[src/rtl/mem_bus_if.sv]
// Multicycle memory bus adapter: it registers a controller access, runs it on the external bus and stalls the controller until the access completes.
// Define MEM_TIMEOUT_EN to abort BUSY after TIMEOUT_CYCLES cycles without mem_ready and raise a sticky err.
module mem_bus_if #(
   parameter int TIMEOUT_CYCLES = 16
) (
   input  logic        clk,
   input  logic        reset,
   input  logic [31:0] addr,
   input  logic [31:0] wdata,
   input  logic        rd_req,
   input  logic        wr_req,
   input  logic        irwrite,
   output logic        stall,
   output logic [31:0] instr,
   output logic [31:0] mdata,
   output logic        mem_req,
   output logic        mem_we,
   output logic [29:0] mem_addr,
   output logic [31:0] mem_wdata,
   input  logic [31:0] mem_rdata,
   input  logic        mem_ready,
   output logic        err
);

   typedef enum logic [1:0] {
      IDLE,
      BUSY,
      DONE
   } state_t;

   state_t state;
   logic   lat_irwrite;
   logic   start;
   logic   unused_bits;

   assign start = (state == IDLE) && (rd_req || wr_req);

   // The stall goes high in the same cycle as the request so the controller holds its state.
   assign stall = start || (state == BUSY);

`ifdef MEM_TIMEOUT_EN
   localparam int CW = $clog2(TIMEOUT_CYCLES + 1);

   logic [CW-1:0] busy_cnt;
   logic          timed_out;

   assign timed_out   = (busy_cnt == CW'(TIMEOUT_CYCLES - 1));
   assign unused_bits = ^addr[1:0];
`else
   assign err         = 1'b0;
   assign unused_bits = ^{addr[1:0], 32'(TIMEOUT_CYCLES)};
`endif

   // Only word addresses reach the bus. A simultaneous write wins and never loads instr.
   always_ff @(posedge clk or posedge reset) begin
      if (reset) begin
         state       <= IDLE;
         lat_irwrite <= 1'b0;
         mem_req     <= 1'b0;
         mem_we      <= 1'b0;
         mem_addr    <= '0;
         mem_wdata   <= '0;
         instr       <= '0;
         mdata       <= '0;
`ifdef MEM_TIMEOUT_EN
         busy_cnt    <= '0;
         err         <= 1'b0;
`endif
      end else begin
         case (state)
            IDLE: begin
               if (start) begin
                  mem_addr    <= addr[31:2];
                  mem_wdata   <= wdata;
                  mem_we      <= wr_req;
                  lat_irwrite <= irwrite & ~wr_req;
                  mem_req     <= 1'b1;
                  state       <= BUSY;
`ifdef MEM_TIMEOUT_EN
                  busy_cnt    <= '0;
`endif
               end
            end
            BUSY: begin
               if (mem_ready) begin
                  if (!mem_we) begin
                     if (lat_irwrite) begin
                        instr <= mem_rdata;
                     end else begin
                        mdata <= mem_rdata;
                     end
                  end
                  mem_req <= 1'b0;
                  mem_we  <= 1'b0;
                  state   <= DONE;
               end
`ifdef MEM_TIMEOUT_EN
               else if (timed_out) begin
                  mem_req <= 1'b0;
                  mem_we  <= 1'b0;
                  err     <= 1'b1;
                  state   <= DONE;
               end else begin
                  busy_cnt <= busy_cnt + CW'(1);
               end
`endif
            end
            DONE: begin
               state <= IDLE;
            end
            default: begin
               state <= IDLE;
            end
         endcase
      end
   end

endmodule

[config.mk]
export PLATFORM = sky130hd
export DESIGN_NAME = mem_bus_if
export DESIGN_NICKNAME = d
export VERILOG_FILES = /design/src/rtl/mem_bus_if.sv
export SDC_FILE = /design/constraint.sdc
export NUM_CORES = 1
export LEC_CHECK = 0
export ABC_AREA = 1
export CAP_MARGIN = 40
export CORE_MARGIN = 2
export CORE_UTILIZATION = 46
export DETAILED_ROUTE_END_ITERATION = 6
export PLACE_DENSITY_LB_ADDON = 0.3
export SLEW_MARGIN = 15
export SYNTH_ARGS = -nofsm -noshare
export SYNTH_HDL_FRONTEND = slang
export SYNTH_SLANG_ARGS = --single-unit
[constraint.sdc]
create_clock -name clk -period 8.4 [get_ports clk]
set_input_delay 1.26 -clock clk [delete_from_list [all_inputs] [get_ports clk]]
set_output_delay 1.26 -clock clk [all_outputs]
set_load 0.05 [all_outputs]
### Word-level counts from Yosys, hierarchy flattened

Cells that the tools add are included.

* memory bits (writable): 0
* bits of input ports: 102
* memory bits (read-only): 0
* latch bits: 0
* output and inout port bits: 130
* memories kept: 0
* register bits after elaboration: 131
* word-level logic and storage cells: 33

* bitwise gates (word level): 4
* add/sub/neg operators: 0
* reduce and logical (&&, ||, !) cells: 10
* eq/ne operators: 3
* magnitude comparators: 0
* multiplexer cells: 8
* multipliers: 0
* divide/modulo/power cells: 0
* shift operators: 0

Operator list (number)
* $reduce_and 4->1: 2
* $mux 2: 2
* $ne 2x2->1 const B: 2
* $pmux 1 s2: 2
* $pmux 2 s2: 1
* $reduce_and 2->1: 2
* $mux 1: 3
* $not 1->1: 3
* $reduce_and 3->1: 1
* $eq 2x1->1 const B: 1
* $logic_not 2->1: 1
* $logic_or 1x1->1: 2
* $reduce_bool 2->1: 1
* $and 1x1->1: 1
* $logic_and 1x1->1: 1

### Longest topological paths before layout

* depth in word-level cells: 4
* depth in mapped cells: 7
* depth with buffers taken out: 5

### Least setup slack after synthesis

Ideal clock, no wire load.

* path kind: in2out
* from: input port wr_req
* to: output port stall
* arrival time: 2219 ps
* buffers on the path: 2
* required time: 7140 ps
* cell stages on the path: 6
* setup slack: 4921 ps
* cells stage by stage: inv_1 > nand2_1 > nand2_2 > buf_4 > buf_4 > nand2_1

* cells in the longest elaborated chain, start to end: 3

Ends and longest elaborated chain
* start, declared: RTL line 11 `input logic wr_req,`
* $logic_or 1x1->1: RTL line 36 `assign start = (state == IDLE) && (rd_req || wr_req);`
* $logic_and 1x1->1: RTL line 36
* $logic_or 1x1->1: RTL line 39 `assign stall = start || (state == BUSY);`
* end, declared: RTL line 13 `output logic stall,`

No other way between the ends.

### Worst setup path in the final report

Ends and elaborated chain as after synthesis.

==> results.cfg <==
[die]
die_w_um = 112
ioPinCount = 232
die_h_um = 112
start_util_pct = 47.1
core_um2 = 11400
row_count = 39
dieArea_um2 = 12600

[global_route]
antenna_found_initial = 0
grt-ovfl-total = 0
grt_max_degree = 68
grt_pass1_vias = 5042
grt_pass1_wl_um = 24700
grtUsageTotal_pct = 24.7

[critical_path]
crit_family = buffers and inverters
rrSetupSlack_ns = 6.31
crit_slowest_cell = clkdlybuf4s50_1
cp_num_buf_inv = 4
cpPeakStageDelay_ns = 0.82
crit_path_max_fanout = 63
cp_cell_sequence = clkdlybuf4s50_1, inv_1, nand2_2, buf_4, nand2_2, nand2_1, clkdlybuf4s50_1
worst_setup_path_end_kind = output pin
crit_required_ns = 7.14
worstSetupPathType = in -> out
cp.arrival_ns = 3.36
startpoint_type = input port

[detailed_routing]
wire_per_inst_um = 15.6
detail_route.first_pass.iterations = 5
top_layer_used = met4
dr_total_vias = 4976
drt_iter0_drc = 423
route.detailed.drc = 0
wl_met2_um = 7590
drt-met1-wl_um = 5860
wl_met3_um = 1570
postRouteAntennaNets = 0
post_drt_via_cell_ratio = 5.09
wl_um = 15300

[timing]
period_share_pct = 55.0
setup_ws_ns = 3.78
final-hold-violation-count = 0
holdWs_ns = 0.469
slew_violations = 0
fin_skew_ns = 0.00826
max_slew.worst_pin.slew_ns = 0.671
slew_headroom_pct = 55.3
rsz0062_at_grt = no
setup-tns-final_ns = 0
finalSetupViolations = 0
post-route-min-period_ns = 4.62
max_freq_mhz = 216

[power]
swShare_pct = 49.4
p_per_area_nw_per_um2 = 510
ir_drop_uv = 289
combPwrFrac_pct = 57.0
switchingPower_mw = 2.09
p_leak_nw = 4.05
total_power_mw = 4.24
intPower_mw = 2.15
pwr-share-seq_pct = 26.4
clkPwrFrac_pct = 16.6

[cells_and_area]
syn_to_final_growth_pct = 54.8
drive_above_1_share_pct = 5.03
insertedDiodeCount = 0
finish.utilization_pct = 72.8
fin_cells = 978
fin_nets = 927
fill_cells = 880
final_design_area_no_fill_um2 = 8310

[logic_synthesis]
synth_most_common_cell = nand2_1
yosys_warnings = 0
synth_area_per_cell_um2 = 8.85
synth_top_area_share_pct = 61.0
syn_inst = 607
async_reset_ff_share_pct = 100
synth_area_um2 = 5370
synth_fp_nets = 709
yosysSeqAreaShare_pct = 61.0
synth_area_leaders = dfrtp_1 (61%), nand2_1 (18%), nand3_1 (8.9%)
synth_ff_type = dfrtp_1
ys_types = 16
ys_ff_latch = 131
synth_edf_count = 0
synth_commonest_cells = nand2_1 (262), dfrtp_1 (131), nand3_1 (96), inv_1 (38), o21bai_1 (32)
yosysTopAreaCell = dfrtp_1

[hold_path]
hold_class = reg -> reg

[placed_design]
gp_congestion = 0.809
dpl-instance-area_um2 = 7750
place_inst = 949
pre_cts_ws_ns = 3.77
io_buffers = 228
place_hpwl_um = 10500

[clock_network]
root_buffer = clkbuf_16
htree_levels = 4
cts_tree = yes
path_clk_slew_ns = 0.05
hold_buffers = 0
clockBufferDepth = 2
clkSinkCount = 131
cts_setup_buffers = 0
cts_resized = 0
cts-buffers-inserted = 17
clk_latency_ns = 0.40

[outcome]
outcome = completed

[run]
drv_cap = 0
-- power by group through the flow --
stage / combinational [mW] / clock [mW] / sequential (mW)
2_1_floorplan: 0.552 / 0 / 2.15
3_3_place_gp: 2.37 / 0 / 1.11
3_5_place_dp: 2.42 / 0 / 1.13
4_1_cts: 2.43 / 0.716 / 1.12
5_1_grt: 2.54 / 0.743 / 1.16
6_report: 2.42 / 0.702 / 1.12
-- routing by layer --
metal / vias to the layer above / track usage, %
met5: - / 0
met4: 0 / 8.21
met3: 28 / 9.72
met2: 248 / 41.5
met1: 2367 / 29.2
li1: 2333 / -
-- logic make-up after synthesis --
group | share of synthesized area, %
AOI/OAI and AO/OA | 4.66
other | 0.0698
buffers and inverters | 6.10
DFF | 61.0
and+or+nand+nor | 28.2
-- state kept, by name, indices dropped and copies added (netlist names) --
| signal | count |
|---|---|
| mem_addr | 30 |
| mem_req | 1 |
| mem_wdata | 32 |
| instr | 32 |
| mem_we | 1 |
| lat_irwrite | 1 |
| state | 2 |
| mdata | 32 |
-- area by class of cell --
cell class                      instances  area, um2  share of cell area, %
Clock buffer                           24        482                   5.79
Clock inverter                          5       77.6                  0.933
Tap cell                              143        179                   2.15
Multi-Input combinational cell        399       1770                   21.3
Inverter                               39        149                   1.79
Sequential cell                       131       3280                   39.4
Timing Repair Buffer                  237       2380                   28.6
-- worst paths after layout --
path | startpoint | endpoint | cells after the start
worst max-delay path | wr_req | stall | 7
worst min-delay path | mem_wdata[25] | mem_wdata[25] | 2
worst max register to register | mem_we | instr[18] | 7
worst min register to register | mem_wdata[25] | mem_wdata[25] | 2
max in group asynchronous | reset | mdata[29] | 4
min in group asynchronous | reset | mem_addr[12] | 2
-- placed cells by master (no fill, tap or decap), types with 2 or more instances in the layout --
cell type        netlist  routed
buf_4                  7       7
bufinv_16              0       2
clkbuf_1              21       4
clkbuf_16              0      17
clkbuf_8               0       3
clkdlybuf4s50_1        0     228
clkinv_2               0       2
dfrtp_1              131     131
inv_1                 38      37
nand2_1              262     261
nand2_2                1       2
nand3_1               96      96
nor2_2                 1       2
o21ai_0                2       2
o21bai_1              32      32
-- worst register-to-register path, stage by stage (launching register included) --
cell,delay [ns]
dfrtp_1,0.41
inv_1,0.07
nand2_1,0.27
buf_8,0.29
nor2_2,0.43
buf_4,0.37
nand2_1,0.10
nand2_1,0.09
(Power assumes the default switching activity.)
